$ cat config.mk
export PLATFORM = sky130hd
export DESIGN_NAME = sipo_receiver
export DESIGN_NICKNAME = d
export VERILOG_FILES = /design/src/rtl/sipo_pkg.sv /design/src/rtl/sipo_bit_timer.sv /design/src/rtl/sipo_receiver.sv
export SDC_FILE = /design/constraint.sdc
export NUM_CORES = 1
export LEC_CHECK = 0
export ABC_AREA = 1
export CAP_MARGIN = 20
export CORE_MARGIN = 3
export CORE_UTILIZATION = 33
export CTS_BUF_LIST = sky130_fd_sc_hd__clkbuf_16
export DETAILED_ROUTE_END_ITERATION = 10
export PLACE_DENSITY_LB_ADDON = 0.2
export SYNTH_ARGS = -nofsm -noshare
export SYNTH_HDL_FRONTEND = slang
export SYNTH_SLANG_ARGS = --single-unit
$ cat constraint.sdc
create_clock -name clk -period 3.9 [get_ports clk]
set_clock_uncertainty 0.2 [all_clocks]
set_input_delay 0.585 -clock clk [delete_from_list [all_inputs] [get_ports clk]]
set_output_delay 0.585 -clock clk [all_outputs]
set_load 0.1 [all_outputs]
$ cat src/rtl/sipo_pkg.sv
`timescale 1ns/1ps
`default_nettype none
// +-----------------------------------------------------------------------+
// | sipo_pkg                                                              |
// | Shared frame constants and FSM state encodings for sipo_receiver.     |
// | Revision: 1.0                                                         |
// +-----------------------------------------------------------------------+
package sipo_pkg;

  localparam int         FRAME_BITS = 10;
  localparam int         CHAR_BITS  = 8;
  localparam logic [9:0] IDLE_FRAME = 10'h3FF;
  localparam logic       START_BIT  = 1'b0;
  localparam logic       STOP_BIT   = 1'b1;

  typedef logic [2:0] state_t;

  localparam state_t IDLE      = 3'd0;
  localparam state_t START     = 3'd1;
  localparam state_t DATA      = 3'd2;
  localparam state_t STOP      = 3'd3;
  localparam state_t WAIT_IDLE = 3'd4;

endpackage
`default_nettype wire

$ cat src/rtl/sipo_bit_timer.sv
`timescale 1ns/1ps
`default_nettype none
// +-----------------------------------------------------------------------+
// | sipo_bit_timer                                                        |
// | Oversample tick counter giving mid-start and full-bit strobes.        |
// | Revision: 1.0                                                         |
// +-----------------------------------------------------------------------+
module sipo_bit_timer #(
  parameter int OVERSAMPLE = 16
) (
  input  logic clk,
  input  logic reset,
  input  logic tick,
  input  logic clear,
  output logic half_tick,
  output logic full_tick
);

  localparam int HALF = OVERSAMPLE / 2;
  localparam int CW   = $clog2(OVERSAMPLE);

  logic [CW-1:0] r_cnt;

  assign half_tick = tick && (r_cnt == CW'(HALF - 1));
  assign full_tick = tick && (r_cnt == CW'(OVERSAMPLE - 1));

  always_ff @(posedge clk) begin
    if (reset) begin
      r_cnt <= '0;
    end else if (tick) begin
      if (clear || full_tick) begin
        r_cnt <= '0;
      end else begin
        r_cnt <= r_cnt + 1'b1;
      end
    end
  end

endmodule
`default_nettype wire

$ cat src/rtl/sipo_receiver.sv
`timescale 1ns/1ps
`default_nettype none
// +-----------------------------------------------------------------------+
// | sipo_receiver                                                         |
// | Oversampling receiver for the 10-bit start/8-data/stop serial link.   |
// | Define SIPO_SYNC_EN to add a two-flop input synchronizer.             |
// | Revision: 1.0                                                         |
// +-----------------------------------------------------------------------+
module sipo_receiver
  import sipo_pkg::*;
#(
  parameter int OVERSAMPLE = 16
) (
  input  logic                  clk,
  input  logic                  reset,
  input  logic                  sample_en,
  input  logic                  serial_in,
  output logic [FRAME_BITS-1:0] data_out,
  output logic [CHAR_BITS-1:0]  char_out,
  output logic                  data_valid,
  output logic                  frame_err,
  output logic                  busy
);

  logic         w_rx;
  logic         w_half;
  logic         w_full;
  logic         w_clear;
  state_t       r_state;
  logic [3:0]   r_bitcnt;
  logic [CHAR_BITS:0] r_sr;

`ifdef SIPO_SYNC_EN
  logic [1:0] r_sync;

  always_ff @(posedge clk) begin
    if (reset) begin
      r_sync <= 2'b11;
    end else begin
      r_sync <= {r_sync[0], serial_in};
    end
  end

  assign w_rx = r_sync[1];
`else
  assign w_rx = serial_in;
`endif

  // Counter is pinned at zero while idle so the start edge begins the count cleanly.
  assign w_clear = (r_state == IDLE) || (r_state == WAIT_IDLE) ||
                   ((r_state == START) && w_half);

  sipo_bit_timer #(
    .OVERSAMPLE (OVERSAMPLE)
  ) u_bit_timer (
    .clk       (clk),
    .reset     (reset),
    .tick      (sample_en),
    .clear     (w_clear),
    .half_tick (w_half),
    .full_tick (w_full)
  );

  assign busy     = (r_state != IDLE);
  assign char_out = data_out[CHAR_BITS:1];

  always_ff @(posedge clk) begin
    if (reset) begin
      r_state    <= IDLE;
      r_bitcnt   <= '0;
      r_sr       <= '0;
      data_out   <= IDLE_FRAME;
      data_valid <= 1'b0;
      frame_err  <= 1'b0;
    end else begin
      data_valid <= 1'b0;
      frame_err  <= 1'b0;
      if (sample_en) begin
        case (r_state)
          IDLE: begin
            if (w_rx == START_BIT) r_state <= START;
          end
          START: begin
            if (w_half) begin
              if (w_rx == START_BIT) begin
                r_state  <= DATA;
                r_bitcnt <= '0;
                r_sr     <= {r_sr[CHAR_BITS-1:0], START_BIT};
              end else begin
                r_state <= IDLE;
              end
            end
          end
          DATA: begin
            if (w_full) begin
              r_sr     <= {r_sr[CHAR_BITS-1:0], w_rx};
              r_bitcnt <= r_bitcnt + 1'b1;
              if (r_bitcnt == 4'(CHAR_BITS - 1)) r_state <= STOP;
            end
          end
          STOP: begin
            if (w_full) begin
              if (w_rx == STOP_BIT) begin
                data_out   <= {r_sr, STOP_BIT};
                data_valid <= 1'b1;
                r_state    <= IDLE;
              end else begin
                frame_err <= 1'b1;
                r_state   <= WAIT_IDLE;
              end
            end
          end
          WAIT_IDLE: begin
            // A held-low break must return high before another start is accepted.
            if (w_rx == STOP_BIT) r_state <= IDLE;
          end
          default: r_state <= IDLE;
        endcase
      end
    end
  end

endmodule
`default_nettype wire
* After elaboration in Yosys (flattened, before gate mapping)
Index checks and enable logic that the tools add are counted.
Widths: inputs -> output; s select.
** Storage, ports and cells
- Bits in registers :: 31
- Logic and storage cells :: 59
- Input bits :: 4
- Output and inout port bits :: 21
** Operators by class
- Muxes and demuxes :: 20
- Reductions and logical operators :: 13
- Bitwise gates (word level) :: 3
- Eq/ne operators :: 14
- $add $sub $neg :: 2
** Operator list (number)
- $mux 9 :: 3
- $mux 3 :: 7
- $pmux 9 s2 :: 1
- $mux 4 :: 4
- $pmux 3 s5 :: 1
- $ne 2x2->1 const B :: 5
- $add 4x1->4 const B :: 2
- $eq 4x3->1 const B :: 2
- $pmux 4 s2 :: 1
- $reduce_and 7->1 :: 1
- $eq 3x2->1 const B :: 2
- $reduce_and 5->1 :: 1
- $eq 4x4->1 const B :: 1
- $ne 2x1->1 const B :: 2
- $reduce_and 4->1 :: 1
- $reduce_or 4->1 :: 1
- $eq 3x1->1 const B :: 1
- $eq 3x3->1 const B :: 1
- $logic_and 1x1->1 :: 3
- $logic_not 3->1 :: 1
- $logic_or 1x1->1 :: 3
- $not 1->1 :: 3
- $reduce_bool 3->1 :: 1
- $mux 1 :: 2
- other kinds (2) :: 2

* Longest topological paths before layout
Gate-level depths: netlist of the first run.
- Depth in word-level cells :: 6
- Depth in mapped cells :: 9
- Depth with buffers taken out :: 9

* Cells and area by module
A second synthesis of the first run with hierarchy kept.
** Unflattened totals
- Cells, all modules :: 210
- Area, all modules :: 1502.7 µm²
** By module, submodules not included
- sipo_receiver :: times used 1, area each 1255.0 µm², cells an instance 180
- sipo_bit_timer :: times used 1, area each 247.7 µm², cells an instance 30

* Worst setup path before layout of the first run
Ideal clock, no wire load.
- Path type :: register to output
- From :: register data_out[1]
- To :: output data_out[1]
- Slack :: 1.741 ns
- Cell stages (with the launch flop) :: 2
- Arrival time :: 1.374 ns
- Data required time :: 3.115 ns
- Cell sequence :: dfxtp_1 > buf_4
** RTL lines
- from (decl) :: line sipo_receiver.sv:18 : output logic [FRAME_BITS-1:0] data_out,
- from (signal assigned) :: line sipo_receiver.sv:104 : data_out <= {r_sr, STOP_BIT};
No word-level cell between the ends.

* Worst setup path in the final report of the first run
- From :: register r_state[0]
- To :: output busy
** On the way
- Cells in the longest elaborated chain, start to end :: 1
** Ends and longest elaborated chain
- from (decl) :: line sipo_receiver.sv:29 : state_t r_state;
- from (signal assigned) :: line sipo_receiver.sv:69 : r_state <= IDLE;
- from (signal assigned) :: line sipo_receiver.sv:81 : if (w_rx == START_BIT) r_state <= START;
- from (signal assigned) :: line sipo_receiver.sv:86 : r_state <= DATA;
- $reduce_bool 3->1 :: line sipo_receiver.sv:64 : assign busy = (r_state != IDLE);
- to (decl) :: line sipo_receiver.sv:22 : output logic busy
Every way passes these cells.

==> metrics.txt, run 1 <==
# TYPE chip_impl_metric gauge
chip_impl_metric{name="ant_nets",unit=""} 0
chip_impl_metric{name="clock_insertion_delay_worst_skew",unit="ns"} 0.27
chip_impl_metric{name="grt_first_pass_wirelength",unit="um"} 5092
chip_impl_metric{name="worst_ir_drop_on_vdd",unit="mV"} 0.2311
chip_impl_metric{name="async_reset_ff_share",unit="%"} 0
chip_impl_metric{name="reg2reg_depth",unit=""} 7
chip_impl_metric{name="post_cts_buffers",unit=""} 0
chip_impl_metric{name="fill_cells",unit=""} 425
chip_impl_metric{name="share_of_the_clock_period_used_by_the_worst_path",unit="%"} 72.06
chip_impl_metric{name="cts_made_buffers",unit=""} 5
chip_impl_metric{name="synth.net_count",unit=""} 205
chip_impl_metric{name="critPathArrivalTime",unit="ns"} 2.03
chip_impl_metric{name="cts.clk_slew.worst_paths",unit="ns"} 0.05
chip_impl_metric{name="timing.final.crit_period",unit="ns"} 2.810
chip_impl_metric{name="post-route-cell-area",unit="mm^2"} 0.001792
chip_impl_info{name="status",value="finished, final reports clean"} 1
chip_impl_metric{name="placeableCoreArea",unit="mm^2"} 0.004115
chip_impl_metric{name="grt_pass1_vias",unit=""} 1094
chip_impl_info{name="ys_dominant_reg_cell",value="sky130_fd_sc_hd__dfxtp_1"} 1
chip_impl_metric{name="critical_path_data_required_time",unit="ns"} 3.12
chip_impl_metric{name="globalRoute.totalOverflow",unit=""} 0
chip_impl_metric{name="synth_seq_cells",unit=""} 31
chip_impl_metric{name="number_of_enable_type_register_cells_in_the_synthesized_netlist",unit=""} 0
chip_impl_metric{name="floorplan.initialDensity",unit="%"} 35.33
chip_impl_metric{name="num_rows",unit=""} 23
chip_impl_metric{name="post_route_cells_drive_above_1_share",unit="%"} 7.373
chip_impl_info{name="grt_setup_unrepaired",value="false"} 1
chip_impl_metric{name="min_path_cells",unit=""} 2
chip_impl_metric{name="power_density",unit="mW/mm^2"} 690.0
chip_impl_metric{name="ctsResizeCount",unit=""} 0
chip_impl_metric{name="maxCapViolCount",unit=""} 0
chip_impl_metric{name="drt_iter0_markers",unit=""} 75
chip_impl_metric{name="worst_slew_pin_slew",unit="ns"} 0.9733
chip_impl_info{name="tritoncts",value="built"} 1
chip_impl_metric{name="hold_violations",unit=""} 0
chip_impl_metric{name="slew_viol_final",unit=""} 0
chip_impl_metric{name="critical_path_peak_fanout",unit=""} 5
chip_impl_metric{name="timing.max_slew.rel_slack",unit="%"} 34.91
chip_impl_metric{name="clockBufferDepth",unit=""} 2
chip_impl_info{name="worst_setup_path_start_kind",value="flop"} 1
chip_impl_metric{name="power_leakage",unit="uW"} 0.0007899
chip_impl_metric{name="maximum_number_of_pins_on_one_net_before_global_route_repair",unit=""} 19
chip_impl_metric{name="post_synth_instance_area",unit="mm^2"} 0.001454
chip_impl_metric{name="die_h",unit="um"} 72.38
chip_impl_metric{name="postPlaceCellArea",unit="mm^2"} 0.001655
chip_impl_metric{name="fp.dieW",unit="um"} 72.38
chip_impl_metric{name="vias",unit=""} 1259
chip_impl_metric{name="port-buffer-count",unit=""} 23
chip_impl_metric{name="final.setup.worst_slack",unit="ns"} 1.090
chip_impl_info{name="min-delay-path-class",value="flop to flop"} 1
chip_impl_metric{name="ys.warnings.count",unit=""} 0
chip_impl_metric{name="grt_antenna_before_repair",unit=""} 0
chip_impl_metric{name="grtUsageTotal",unit="%"} 12.52
chip_impl_info{name="clock_tree.root_cell",value="sky130_fd_sc_hd__clkbuf_16"} 1
chip_impl_metric{name="cts_hold_buffers",unit=""} 0
chip_impl_metric{name="setup_tns",unit="ns"} 0
chip_impl_metric{name="fin_nets",unit=""} 222
chip_impl_metric{name="routed_wire_length_per_instance",unit="um"} 11.00
chip_impl_metric{name="pre_cts_ws",unit="ns"} 1.056
chip_impl_info{name="critical_path_class",value="flop to primary output"} 1
chip_impl_metric{name="area.growth.synth_to_final",unit="%"} 23.24
chip_impl_metric{name="synthesis.area_per_instance",unit="um^2"} 7.306
chip_impl_metric{name="drt-total-wl",unit="um"} 2938
chip_impl_metric{name="tritoncts_num_sinks",unit=""} 31
chip_impl_metric{name="sequential_element_share_of_the_synthesized_area",unit="%"} 42.69
chip_impl_metric{name="endpoints_failing_setup",unit=""} 0
chip_impl_metric{name="fmax",unit="GHz"} 0.3558
chip_impl_metric{name="via_per_inst",unit=""} 4.715
chip_impl_metric{name="place_hpwl",unit="um"} 2075
chip_impl_metric{name="boundaryPins",unit=""} 25
chip_impl_info{name="worstSetupEndpointType",value="primary output"} 1
chip_impl_metric{name="antenna_cells_inserted",unit=""} 0
chip_impl_metric{name="syn-instance-count",unit=""} 199
chip_impl_metric{name="htree_levels",unit=""} 2
chip_impl_metric{name="yosys.cell_types.count",unit=""} 27
chip_impl_metric{name="drc_errors",unit=""} 0
chip_impl_metric{name="die_footprint",unit="mm^2"} 0.005238
chip_impl_metric{name="first_pass_iters",unit=""} 4
chip_impl_metric{name="gp_routability_congestion",unit=""} 0.7753
worst max-delay path, stage by stage, from the launching register on:
cell and delay [ns]:
sky130_fd_sc_hd__dfxtp_1 0.42, sky130_fd_sc_hd__nor2_1 0.10, sky130_fd_sc_hd__nand2_1 0.10, sky130_fd_sc_hd__clkdlybuf4s50_1 1.14
cells in the final DEF (no fill, tap or decap), types with 2 or more instances in the layout:
cell type	count
sky130_fd_sc_hd__ha_1	2
sky130_fd_sc_hd__a21oi_1	17
sky130_fd_sc_hd__inv_1	15
sky130_fd_sc_hd__nor2_1	29
sky130_fd_sc_hd__nand4_1	11
sky130_fd_sc_hd__clkinv_1	3
sky130_fd_sc_hd__inv_2	3
sky130_fd_sc_hd__nand3_1	9
sky130_fd_sc_hd__clkbuf_16	5
sky130_fd_sc_hd__dfxtp_1	31
sky130_fd_sc_hd__nand2_1	51
sky130_fd_sc_hd__clkdlybuf4s50_1	23
sky130_fd_sc_hd__o21ai_0	2
sky130_fd_sc_hd__nor3_1	2
sky130_fd_sc_hd__nand3_2	3
cells by family after synthesis:
logic type,Yosys count,share of synthesized area [%]
AND/OR/NAND/NOR,109,34.08
XOR/XNOR,1,0.6025
other,1,0.2579
flip-flops,31,42.69
AO/OA/AOI/OAI,23,9.209
buffers and inverters,32,11.45
adder cells (fa/ha/maj),2,1.721
cells in the mapped netlist, types with 2 or more instances:
cell	instances	area, um^2
sky130_fd_sc_hd__a21oi_1	17	85.08
sky130_fd_sc_hd__nand2_1	51	191.4
sky130_fd_sc_hd__o21ai_0	2	10.01
sky130_fd_sc_hd__dfxtp_1	31	620.6
sky130_fd_sc_hd__inv_2	3	11.26
sky130_fd_sc_hd__inv_1	14	52.55
sky130_fd_sc_hd__nor3_1	2	10.01
sky130_fd_sc_hd__nand3_1	9	45.04
sky130_fd_sc_hd__buf_4	10	75.07
sky130_fd_sc_hd__nand3_2	3	30.03
sky130_fd_sc_hd__ha_1	2	25.02
sky130_fd_sc_hd__nand4_1	11	68.82
sky130_fd_sc_hd__clkbuf_1	2	7.510
sky130_fd_sc_hd__nor2_1	29	108.9
routing by layer:
metal | up-vias | global-route usage [%] | share of wire [%]
met4 | 0 | 5.533 | 1.9
met2 | 20 | 17.19 | 42
met1 | 562 | 17.42 | 51
met5 | - | 0 | 0
li1 | 672 | - | -
met3 | 5 | 4.571 | 4.4
metrics by stage:
stage / total power, uW / hold slack [ns] / util, % / instances
final: 1236 / 0.2808 / 43.54 / 267
after global routing: 1331 / 0.3056 / 43.54 / 267
after floorplan: 804.8 / 0.2496 / - / 199
after CTS: 1250 / 0.2832 / 43.54 / 267
after global placement: 886.4 / 0.2699 / 40.23 / 259
after detailed placement: 888.9 / 0.2755 / 40.23 / 259
power by group:
group | switching (uW) | total, uW | internal [uW]
Combinational | 346 | 475 | 129
Sequential | 38.7 | 404 | 365
Clock | 128 | 357 | 229
area by class of cell:
cell class	instances	area (um^2)	share of cell area [%]
multi-input combinational	136	666.9	37.22
sequential	31	620.6	34.64
timing repair buffer	24	237.7	13.27
clock buffer	5	125.1	6.983
clock inverter	3	11.26	0.6285
tap	50	62.56	3.492
inverter	18	67.56	3.771
sequential cells by signal (all words and copies together) (netlist names):
register and count:
data_valid 1, u_bit_timer.r_cnt 4, r_state 3, r_sr 9
r_bitcnt 4, frame_err 1, data_out 9
path summary, 6_finish.rpt:
| check | to | slack, ns | startpoint |
|---|---|---|---|
| hold reg to reg | r_sr[6] | 0.28 | r_sr[6] |
| hold / removal | r_sr[6] | 0.28 | r_sr[6] |
| setup / recovery | busy | 1.09 | r_state[0] |
| setup reg to reg | data_out[5] | 1.73 | u_bit_timer.r_cnt[0] |
Note: power is estimated with default switching activity, not from simulation.
==> run 2, diff against run 1 <==
==> constraint.sdc (replaced) <==
create_clock -name clk -period 2.5 [get_ports clk]
set_clock_uncertainty 0.2 [all_clocks]
set_input_delay 0.375 -clock clk [delete_from_list [all_inputs] [get_ports clk]]
set_output_delay 0.375 -clock clk [all_outputs]
set_load 0.1 [all_outputs]
==> run 2 against run 1 <==
Global-route usage increased by 0.55 points; register-to-register slack got worse by 1.0 ns; worst setup slack got worse by 0.53 ns; combinational power increased by 61%; utilization increased by 0.18 points; critical path type is now input pin to flop; sequential share of layout area decreased by 0.14 points; total power increased by 67%; sequential power increased by 56%; first-iteration DRC count decreased by 52%; hold slack got worse by 0.013 ns; wire length increased by 4.4%; clock power increased by 87%.
==> metrics.txt, run 2 (synthesis results as in run 1) <==
# TYPE chip_impl_metric gauge
chip_impl_info{name="worstSetupEndpointType",value="flop"} 1
chip_impl_metric{name="ant_nets",unit=""} 0
chip_impl_metric{name="num_rows",unit=""} 23
chip_impl_metric{name="hold_violations",unit=""} 0
chip_impl_metric{name="gp_routability_congestion",unit=""} 0.7341
chip_impl_metric{name="critPathArrivalTime",unit="ns"} 1.90
chip_impl_info{name="most_common_cell_after_layout_fill_and_taps_aside",value="sky130_fd_sc_hd__nand2_1"} 1
chip_impl_metric{name="post_cts_buffers",unit=""} 0
chip_impl_metric{name="fin_nets",unit=""} 226
chip_impl_metric{name="internal_power",unit="uW"} 1245
chip_impl_metric{name="post_route_cells_drive_above_1_share",unit="%"} 19.00
chip_impl_info{name="min-delay-path-class",value="flop to flop"} 1
chip_impl_metric{name="grt_pass1_vias",unit=""} 1160
chip_impl_metric{name="die_h",unit="um"} 72.38
chip_impl_metric{name="cts_hold_buffers",unit=""} 0
chip_impl_info{name="critical_path.cell_chain",value="clkdlybuf4s50_1 > buf_4 > nand2_1 > nor2_1 > nor2_1 > inv_2 > nand3_4 > a21oi_1 > nor2_1"} 1
chip_impl_metric{name="placeableCoreArea",unit="mm^2"} 0.004115
chip_impl_metric{name="first_pass_iters",unit=""} 4
chip_impl_metric{name="setup_tns",unit="ns"} 0
chip_impl_metric{name="clock_insertion_delay_worst_skew",unit="ns"} 0.27
chip_impl_metric{name="worst_ir_drop_on_vdd",unit="mV"} 0.3959
chip_impl_metric{name="switching_portion_of_total_power",unit="%"} 39.61
chip_impl_metric{name="clockBufferDepth",unit=""} 2
chip_impl_metric{name="routed_wire_length_per_instance",unit="um"} 11.32
chip_impl_metric{name="vias",unit=""} 1254
chip_impl_metric{name="place_hpwl",unit="um"} 2124
chip_impl_metric{name="grt_first_pass_wirelength",unit="um"} 5292
chip_impl_info{name="regToRegStartpoint",value="u_bit_timer.r_cnt[0]"} 1
chip_impl_metric{name="fp.dieW",unit="um"} 72.38
chip_impl_metric{name="maxCapViolCount",unit=""} 0
chip_impl_metric{name="share_of_the_clock_period_used_by_the_worst_path",unit="%"} 77.59
chip_impl_metric{name="grtUsageTotal",unit="%"} 13.06
chip_impl_info{name="tritoncts",value="built"} 1
chip_impl_info{name="critical_path_class",value="input pin to flop"} 1
chip_impl_metric{name="power_leakage",unit="uW"} 0.0008206
chip_impl_metric{name="grt_antenna_before_repair",unit=""} 0
chip_impl_info{name="worst_hold_startpoint",value="data_out[9]"} 1
chip_impl_info{name="worst_setup_path_start_kind",value="input pin"} 1
chip_impl_metric{name="switching_power",unit="uW"} 816.6
chip_impl_metric{name="hold_slack",unit="ns"} 0.2678
chip_impl_metric{name="slew_viol_final",unit=""} 0
chip_impl_metric{name="post-route-cell-area",unit="mm^2"} 0.001799
chip_impl_info{name="critical_path.slowest_cell",value="sky130_fd_sc_hd__clkdlybuf4s50_1"} 1
chip_impl_metric{name="tritoncts_num_sinks",unit=""} 31
chip_impl_metric{name="critical_path_data_required_time",unit="ns"} 2.46
chip_impl_metric{name="port-buffer-count",unit=""} 23
chip_impl_metric{name="endpoints_failing_setup",unit=""} 0
chip_impl_metric{name="timing.final.crit_period",unit="ns"} 1.940
chip_impl_metric{name="htree_levels",unit=""} 2
chip_impl_metric{name="boundaryPins",unit=""} 25
chip_impl_metric{name="drc_errors",unit=""} 0
chip_impl_info{name="setup.worst_path.start",value="sample_en"} 1
chip_impl_info{name="final_cell_mix",value="51 x sky130_fd_sc_hd__nand2_1, 31 x sky130_fd_sc_hd__dfxtp_1, 29 x sky130_fd_sc_hd__nor2_1"} 1
chip_impl_metric{name="antenna_cells_inserted",unit=""} 0
chip_impl_metric{name="power_density",unit="mW/mm^2"} 1146
chip_impl_metric{name="die_footprint",unit="mm^2"} 0.005238
chip_impl_metric{name="share_clk_of_total_power",unit="%"} 32.3
chip_impl_metric{name="floorplan.initialDensity",unit="%"} 35.33
chip_impl_metric{name="cts.clk_slew.worst_paths",unit="ns"} 0.05
chip_impl_metric{name="drt-total-wl",unit="um"} 3067
chip_impl_metric{name="cp_slowest_stage_delay",unit="ns"} 0.49
chip_impl_metric{name="fmax",unit="GHz"} 0.5155
chip_impl_metric{name="ctsResizeCount",unit=""} 0
chip_impl_metric{name="area.growth.synth_to_final",unit="%"} 23.75
chip_impl_info{name="status",value="finished, final reports clean"} 1
chip_impl_metric{name="maximum_number_of_pins_on_one_net_before_global_route_repair",unit=""} 19
chip_impl_metric{name="drt_iter0_markers",unit=""} 36
chip_impl_metric{name="globalRoute.totalOverflow",unit=""} 0
chip_impl_info{name="clock_tree.root_cell",value="sky130_fd_sc_hd__clkbuf_16"} 1
chip_impl_info{name="grt_setup_unrepaired",value="false"} 1
chip_impl_metric{name="cts_made_buffers",unit=""} 5
chip_impl_info{name="largest_registers_ranked_by_flip_flop_count",value="data_out x9, r_sr x9"} 1
chip_impl_metric{name="postPlaceCellArea",unit="mm^2"} 0.001635
chip_impl_metric{name="p_comb_share",unit="%"} 37.2
chip_impl_metric{name="sequentialPowerShare",unit="%"} 30.5
chip_impl_metric{name="critical_path_peak_fanout",unit=""} 18
chip_impl_metric{name="via_per_inst",unit=""} 4.627
chip_impl_info{name="cp_most_frequent_cell",value="sky130_fd_sc_hd__nor2_1"} 1
[run 2: cell count changes in the layout (fill, tap and decap cells not counted), sizes merged]
cell / previous run / this run
buf: 1 / 25
bufinv: 0 / 1
clkdlybuf4s50: 23 / 3
inv: 18 / 17
[run 2: power by group through the flow]
stage	registers, uW	logic (uW)	clock network, uW
after floorplan	626	629	0
after global placement	640	766	0
after detailed placement	638	767	0
after CTS	628	769	685
after global routing	639	884	711
final	629	766	667
[run 2: layout make-up]
class                           instances  area (um^2)
Clock inverter                          3        38.79
Timing Repair Buffer                   28        217.7
Multi-Input combinational cell        136        666.9
Inverter                               18        67.56
Sequential cell                        31        620.6
Clock buffer                            5        125.1
Tap cell                               50        62.56
Fill cell                             431         2316
[run 2: through the flow]
stage | std cells | setup slack [ns] | total power, uW | utilization, %
floorplan | 199 | 0.5088 | 1256 | -
global placement | 263 | 0.2799 | 1406 | 39.74
detailed placement | 263 | 0.2787 | 1405 | 39.74
CTS | 271 | 0.5594 | 2082 | 43.72
global route | 271 | 0.3922 | 2234 | 43.72
finish | 271 | 0.5603 | 2061 | 43.72
[run 2: critical path, delay by kind of cell]
family | cells | cell delay [ns]
simple gates | 5 | 0.51
compound gates | 1 | 0.19
buf+inv | 3 | 0.82
[run 2: path summary, 6_finish.rpt]
check           endpoint  slack (ns)  depth (start not counted)
max reg2reg  data_out[7]        0.69                          7
max              r_sr[0]        0.56                          9
min          data_out[9]        0.27                          2
min reg2reg  data_out[9]        0.27                          2
[run 2: per-layer routing]
layer	track usage (%)	up-vias	share of wire, %
li1	-	678	-
met1	16.96	547	53
met2	19.62	20	41
met3	3.324	9	3.5
met4	7.377	0	2.2
met5	0	-	0
==> run 3, diff against run 2 <==
==> constraint.sdc (replaced) <==
create_clock -name clk -period 2 [get_ports clk]
set_clock_uncertainty 0.2 [all_clocks]
set_input_delay 0.3 -clock clk [delete_from_list [all_inputs] [get_ports clk]]
set_output_delay 0.3 -clock clk [all_outputs]
set_load 0.1 [all_outputs]
==> run 3 against run 2 <==
First-iteration DRC count up 47%; critical path depth unchanged; largest cell class unchanged; highest routed layer unchanged; count of clock-buffer cells in the layout unchanged; sequential power up 25%; via count up 1.1%.
==> metrics.txt, run 3 (synthesis results as in run 1) <==
# TYPE chip_impl_metric gauge
chip_impl_metric{name="fp.dieW",unit="um"} 72.38
chip_impl_metric{name="critPathBufInv",unit=""} 2
chip_impl_metric{name="clock_insertion_delay_worst_skew",unit="ns"} 0.27
chip_impl_metric{name="post-route-cell-area",unit="mm^2"} 0.002022
chip_impl_metric{name="num_rows",unit=""} 23
chip_impl_metric{name="cts_hold_buffers",unit=""} 0
chip_impl_metric{name="fmax",unit="GHz"} 0.5548
chip_impl_info{name="grt_setup_unrepaired",value="false"} 1
chip_impl_metric{name="globalRoute.totalOverflow",unit=""} 0
chip_impl_info{name="critical_path_class",value="flop to flop"} 1
chip_impl_metric{name="port-buffer-count",unit=""} 23
chip_impl_metric{name="cts.clk_slew.worst_paths",unit="ns"} 0.05
chip_impl_info{name="final_cell_mix",value="51 x sky130_fd_sc_hd__nand2_1, 31 x sky130_fd_sc_hd__dfxtp_1, 29 x sky130_fd_sc_hd__nor2_1"} 1
chip_impl_metric{name="maxCapViolCount",unit=""} 0
chip_impl_metric{name="worst_ir_drop_on_vdd",unit="mV"} 0.4685
chip_impl_info{name="worstSetupEndpointType",value="flop"} 1
chip_impl_metric{name="placeableCoreArea",unit="mm^2"} 0.004115
chip_impl_metric{name="ctsResizeCount",unit=""} 0
chip_impl_metric{name="die_h",unit="um"} 72.38
chip_impl_metric{name="drt-total-wl",unit="um"} 2917
chip_impl_info{name="critical_path.cell_chain",value="ha_1 > nand3_2 > buf_4 > inv_1 > nand2_1 > nand2_4 > nand3_4 > a21oi_1 > nor2_1"} 1
chip_impl_metric{name="post_cts_buffers",unit=""} 0
chip_impl_metric{name="slew_viol_final",unit=""} 0
chip_impl_metric{name="htree_levels",unit=""} 2
chip_impl_metric{name="ant_nets",unit=""} 0
chip_impl_metric{name="drc_errors",unit=""} 0
chip_impl_info{name="most_common_cell_after_layout_fill_and_taps_aside",value="sky130_fd_sc_hd__nand2_1"} 1
chip_impl_metric{name="area.growth.synth_to_final",unit="%"} 39.07
chip_impl_info{name="status",value="finished, final reports clean"} 1
chip_impl_metric{name="vias",unit=""} 1268
chip_impl_info{name="worst_setup_path_start_kind",value="flop"} 1
chip_impl_metric{name="floorplan.initialDensity",unit="%"} 35.33
chip_impl_metric{name="gp_routability_congestion",unit=""} 0.7549
chip_impl_metric{name="clockBufferDepth",unit=""} 2
chip_impl_metric{name="power_leakage",unit="uW"} 0.0009395
chip_impl_metric{name="via_per_inst",unit=""} 4.594
chip_impl_metric{name="grt_first_pass_wirelength",unit="um"} 5002
chip_impl_metric{name="grt_pass1_vias",unit=""} 1094
chip_impl_metric{name="critical_path_data_required_time",unit="ns"} 1.96
chip_impl_metric{name="cts_made_buffers",unit=""} 5
chip_impl_metric{name="die_footprint",unit="mm^2"} 0.005238
chip_impl_metric{name="hold_slack",unit="ns"} 0.2742
chip_impl_metric{name="endpoints_failing_setup",unit=""} 0
chip_impl_info{name="clock_tree.root_cell",value="sky130_fd_sc_hd__clkbuf_16"} 1
chip_impl_info{name="critical_path.top_delay_family",value="simple AND/OR/NAND/NOR gates"} 1
chip_impl_metric{name="post_route_cells_drive_above_1_share",unit="%"} 19.91
chip_impl_metric{name="drt_iter0_markers",unit=""} 53
chip_impl_metric{name="grtUsageTotal",unit="%"} 12.03
chip_impl_metric{name="fin_nets",unit=""} 231
chip_impl_metric{name="power_density",unit="mW/mm^2"} 1246
chip_impl_metric{name="maximum_number_of_pins_on_one_net_before_global_route_repair",unit=""} 19
chip_impl_metric{name="first_pass_iters",unit=""} 4
chip_impl_metric{name="cp_slowest_stage_delay",unit="ns"} 0.38
chip_impl_metric{name="hold_violations",unit=""} 0
chip_impl_info{name="largest_registers_ranked_by_flip_flop_count",value="data_out x9, r_sr x9"} 1
chip_impl_metric{name="critPathArrivalTime",unit="ns"} 1.76
chip_impl_metric{name="routed_wire_length_per_instance",unit="um"} 10.57
chip_impl_metric{name="critical_path_peak_fanout",unit=""} 18
chip_impl_metric{name="tritoncts_num_sinks",unit=""} 31
chip_impl_info{name="tritoncts",value="built"} 1
chip_impl_metric{name="fill_cells",unit=""} 407
chip_impl_metric{name="timing.final.crit_period",unit="ns"} 1.802
chip_impl_info{name="min-delay-path-class",value="flop to flop"} 1
chip_impl_metric{name="antenna_cells_inserted",unit=""} 0
chip_impl_metric{name="boundaryPins",unit=""} 25
chip_impl_metric{name="share_of_the_clock_period_used_by_the_worst_path",unit="%"} 90.12
chip_impl_info{name="critical_path.slowest_cell",value="sky130_fd_sc_hd__dfxtp_1"} 1
chip_impl_metric{name="place_hpwl",unit="um"} 2124
chip_impl_metric{name="postPlaceCellArea",unit="mm^2"} 0.001886
chip_impl_metric{name="grt_antenna_before_repair",unit=""} 0
## run 3: cell types whose count changed in the layout (fill, tap and decap cells not counted)
cell / delta
sky130_fd_sc_hd__buf_12: +17
sky130_fd_sc_hd__buf_4: -12
sky130_fd_sc_hd__bufinv_16: -1
sky130_fd_sc_hd__clkinv_1: +1
sky130_fd_sc_hd__clkinv_2: -1
sky130_fd_sc_hd__inv_1: +1
## run 3: path summary, 6_finish.rpt
kind         depth (start not counted)  slack [ns]           to            startpoint
min                                  2        0.27  data_out[9]           data_out[9]
max                                  9        0.20  r_bitcnt[1]  u_bit_timer.r_cnt[0]
min reg2reg                          2        0.27  data_out[9]           data_out[9]
max reg2reg                          9        0.20  r_bitcnt[1]  u_bit_timer.r_cnt[0]
## run 3: layer usage
layer / part of all wire (%) / vias up / GRT usage [%]
met2: 44 / 18 / 16.78
met4: 0.89 / 0 / 4.303
li1: - / 687 / -
met3: 4.1 / 4 / 3.878
met5: 0 / - / 0
met1: 51 / 559 / 17.23
## run 3: metrics by stage
| step | setup TNS (ns) | power, uW | instances | setup WS [ns] | util [%] |
|---|---|---|---|---|---|
| 4_1_cts | 0 | 2545 | 276 | 0.1976 | 49.13 |
| 5_1_grt | 0 | 2695 | 276 | 0.02647 | 49.13 |
| 3_5_place_dp | -0.04558 | 1847 | 268 | -0.02190 | 45.82 |
| 3_3_place_gp | -0.003131 | 1838 | 268 | -0.003131 | 45.82 |
| 2_1_floorplan | 0 | 1569 | 199 | 0.008820 | - |
| 6_report | 0 | 2519 | 276 | 0.1977 | 49.13 |
## run 3: report_power, final
part / total [uW] / switching (uW) / leakage [uW] / internal [uW]
Combinational: 1040 / 700 / 0.000618 / 343
Clock: 689 / 243 / 0.0000701 / 446
Sequential: 788 / 75.2 / 0.000251 / 713
Total: 2520 / 1020 / 0.000939 / 1500
## run 3: layout make-up
cell class	count	area [um^2]	share of cell area (%)
Inverter	18	67.56	3.342
Sequential cell	31	620.6	30.69
Multi-Input combinational cell	136	666.9	32.98
Clock buffer	5	125.1	6.188
Timing Repair Buffer	33	467.9	23.14
Tap cell	50	62.56	3.094
Clock inverter	3	11.26	0.5569
## run 3: worst reg2reg max path, cell delays in order (launching register included)
cell and delay, ns:
sky130_fd_sc_hd__dfxtp_1 0.38, sky130_fd_sc_hd__ha_1 0.23, sky130_fd_sc_hd__nand3_2 0.09, sky130_fd_sc_hd__buf_4 0.14
sky130_fd_sc_hd__inv_1 0.05, sky130_fd_sc_hd__nand2_1 0.09, sky130_fd_sc_hd__nand2_4 0.09, sky130_fd_sc_hd__nand3_4 0.19
sky130_fd_sc_hd__a21oi_1 0.19, sky130_fd_sc_hd__nor2_1 0.05
==> RTL change, RTL diff (config.mk and constraints of run 1) <==
One comparison of `r_bitcnt` changes from == to >=.
--- a/src/rtl/sipo_receiver.sv
+++ b/src/rtl/sipo_receiver.sv
@@ -96,5 +96,5 @@
               r_sr     <= {r_sr[CHAR_BITS-1:0], w_rx};
               r_bitcnt <= r_bitcnt + 1'b1;
-              if (r_bitcnt == 4'(CHAR_BITS - 1)) r_state <= STOP;
+              if (r_bitcnt >= 4'(CHAR_BITS - 1)) r_state <= STOP;
             end
           end
Check against the original RTL: same outputs for any inputs over 10 cycles, from zero or initial values and one cycle with reset high; that may be too few to reach the edited logic, so the function may still have changed.
==> RTL change against run 1 <==
  * First-iteration DRC count fell by 21%
  * Final area rose by 1.7%
  * Wire length fell by 4.6%
  * Sequential cell count did not move
  * Sequential power fell by 1%
  * Power rose by 2.3%
  * Area after synthesis rose by 2.8%
  * Worst setup slack got worse by 0.0042 ns
  * Register-to-register slack improved by 0.41 ns
  * Sequential share of layout area fell by 0.57 points
  * Global-route usage fell by 0.87 points
  * Die area rose by 2.6%
==> RTL change: results (changes against run 1) <==
Status: complete, no violations
Avg Cell Area, Syn: 6.987 µm² (-4.4%)
Post-DP HPWL: 2.016 mm (-2.8%)
Largest net degree at the start of global routing: 26 (+7)
Hold slack: 0.2789 ns (-0.001921 ns)
Pre-CTS setup slack: 1.378 ns (+0.3218 ns)
All-Layer GR Usage: 0.1165 (-0.008650)
Lkg Pwr: 0.8759 nW (+11%)
Filler cell count: 440 (+3.5%)
Share of the synthesized area in the top cell type: 0.4151 (-0.01179)
Number of global-route vias before repair: 1070 (-2.2%)
Placer Congestion: 0.8530 (+10%)
Worst-margin pin slew: 0.9748 ns (+0.001480 ns)
WHS Endpoint: data_out[9]
FF-to-FF path depth: 8 (+1)
Type of the worst min-delay path: flop to flop
Fin crit share: 0.7217 (+0.001069)
CTS clk-pin slew, worst paths: 0.05 ns (about the same)
Area growth syn-to-layout: 21.84%
Worst EP arrival: 2.03 ns (about the same)
Yosys cell types: 24 (-11%)
Sequential element share of the synthesized area: 0.4151 (-0.01179)
Share of layout cells above drive strength 1: 0.06957 (-0.004168)
YS warnings: 0 (unchanged)
Main area contributors after synthesis: dfxtp_1 (42%), nand2_1 (14%), nor2_1 (11%)
WL final: 2.803 mm (-4.6%)
Port buffer count: 23 (unchanged)
DR iter-0 viols: 59 (-21%)
R2R setup slack: 2.14 ns (+0.41 ns)
CP Max Fanout: 6 (+1)
Post-synth ARST share: 0 (unchanged)
Dpl cells: 273 (+5.4%)
Vias per cell: 4.475 (-5.1%)
Combinational share of power: 0.405 (+0.021)
WL per Instance: 10.01 µm (-9.0%)
Hold_sp: data_out[9]
Cell Pwr Density: 694.5 mW/mm² (+0.66%)
Sequential Power Share: 0.315 (-0.012)
Origin of the critical flop-to-flop path: u_bit_timer.r_cnt[0]
P_int: 0.7403 mW (+2.3%)
First-pass GRT wire length: 4.740 mm (-6.9%)
Dpl cell area: 0.001688 mm² (+2.0%)
Clock Tree Buf Depth: 2 (unchanged)
Initial antenna violation count: 0 (unchanged)
Ant diodes: 0 (unchanged)
Fin nets: 236 (+6.3%)
IR Drop Worst-Case VDD: 0.3460 mV (+50%)
Commonest cells in the netlist: nand2_1 (54), nor2_1 (44), dfxtp_1 (31), inv_1 (22), buf_4 (10)
Worst r2r dst: r_bitcnt[0]
Postcts setup bufs: 0 (unchanged)
Syn Nets: 220 (+7.3%)
[RTL change: changes by cell type after synthesis, sizes merged, moves of 5 or more]
cell	delta
nor2	+17
a21oi	-9
inv	+8
nand4	-8
o211ai	+8
nand3	-5
[RTL change: routing by layer]
metal | GRT usage | vias up | wire [µm]
met5 | 0 | - | 0
met4 | 0.06640 | 0 | 73
met3 | 0.04104 | 6 | 151
met2 | 0.1678 | 26 | 1120
met1 | 0.1500 | 530 | 1458
li1 | - | 691 | -
[RTL change: kinds of logic after synthesis]
group | after synthesis | synth area share
AOI/OAI and AO/OA | 19 | 0.08117
xor gates and xnor gates | 3 | 0.01758
adders and majority gates | 2 | 0.01673
buffers and inverters | 39 | 0.1297
DFF | 31 | 0.4151
other | 1 | 0.002508
and+or+nand+nor | 119 | 0.3372
[RTL change: how the worst max path moves through the flow]
stage / startpoint / end / slack, ns / cells after the start
finish: r_state[0] / busy / 1.09 / 3
global route: r_state[0] / busy / 1.02 / 3
CTS: r_state[0] / busy / 1.08 / 3
detailed placement: r_state[0] / busy / 1.38 / 3
global placement: r_state[0] / busy / 1.39 / 3
floorplan: data_out[1] / data_out[1] / 1.74 / 1
[RTL change: critical path: stages (launching register included)]
cell,delay (ns)
dfxtp_1,0.43
nor2_1,0.10
nand2_1,0.09
clkdlybuf4s50_1,1.13
[RTL change: area by class of cell]
type                            count  share of cell area
Clock buffer                        5             0.06868
Clock inverter                      2            0.004808
Inverter                           25             0.05151
Multi-Input combinational cell    144              0.3736
Sequential cell                    31              0.3407
Tap cell                           50             0.03434
Timing Repair Buffer               23              0.1264
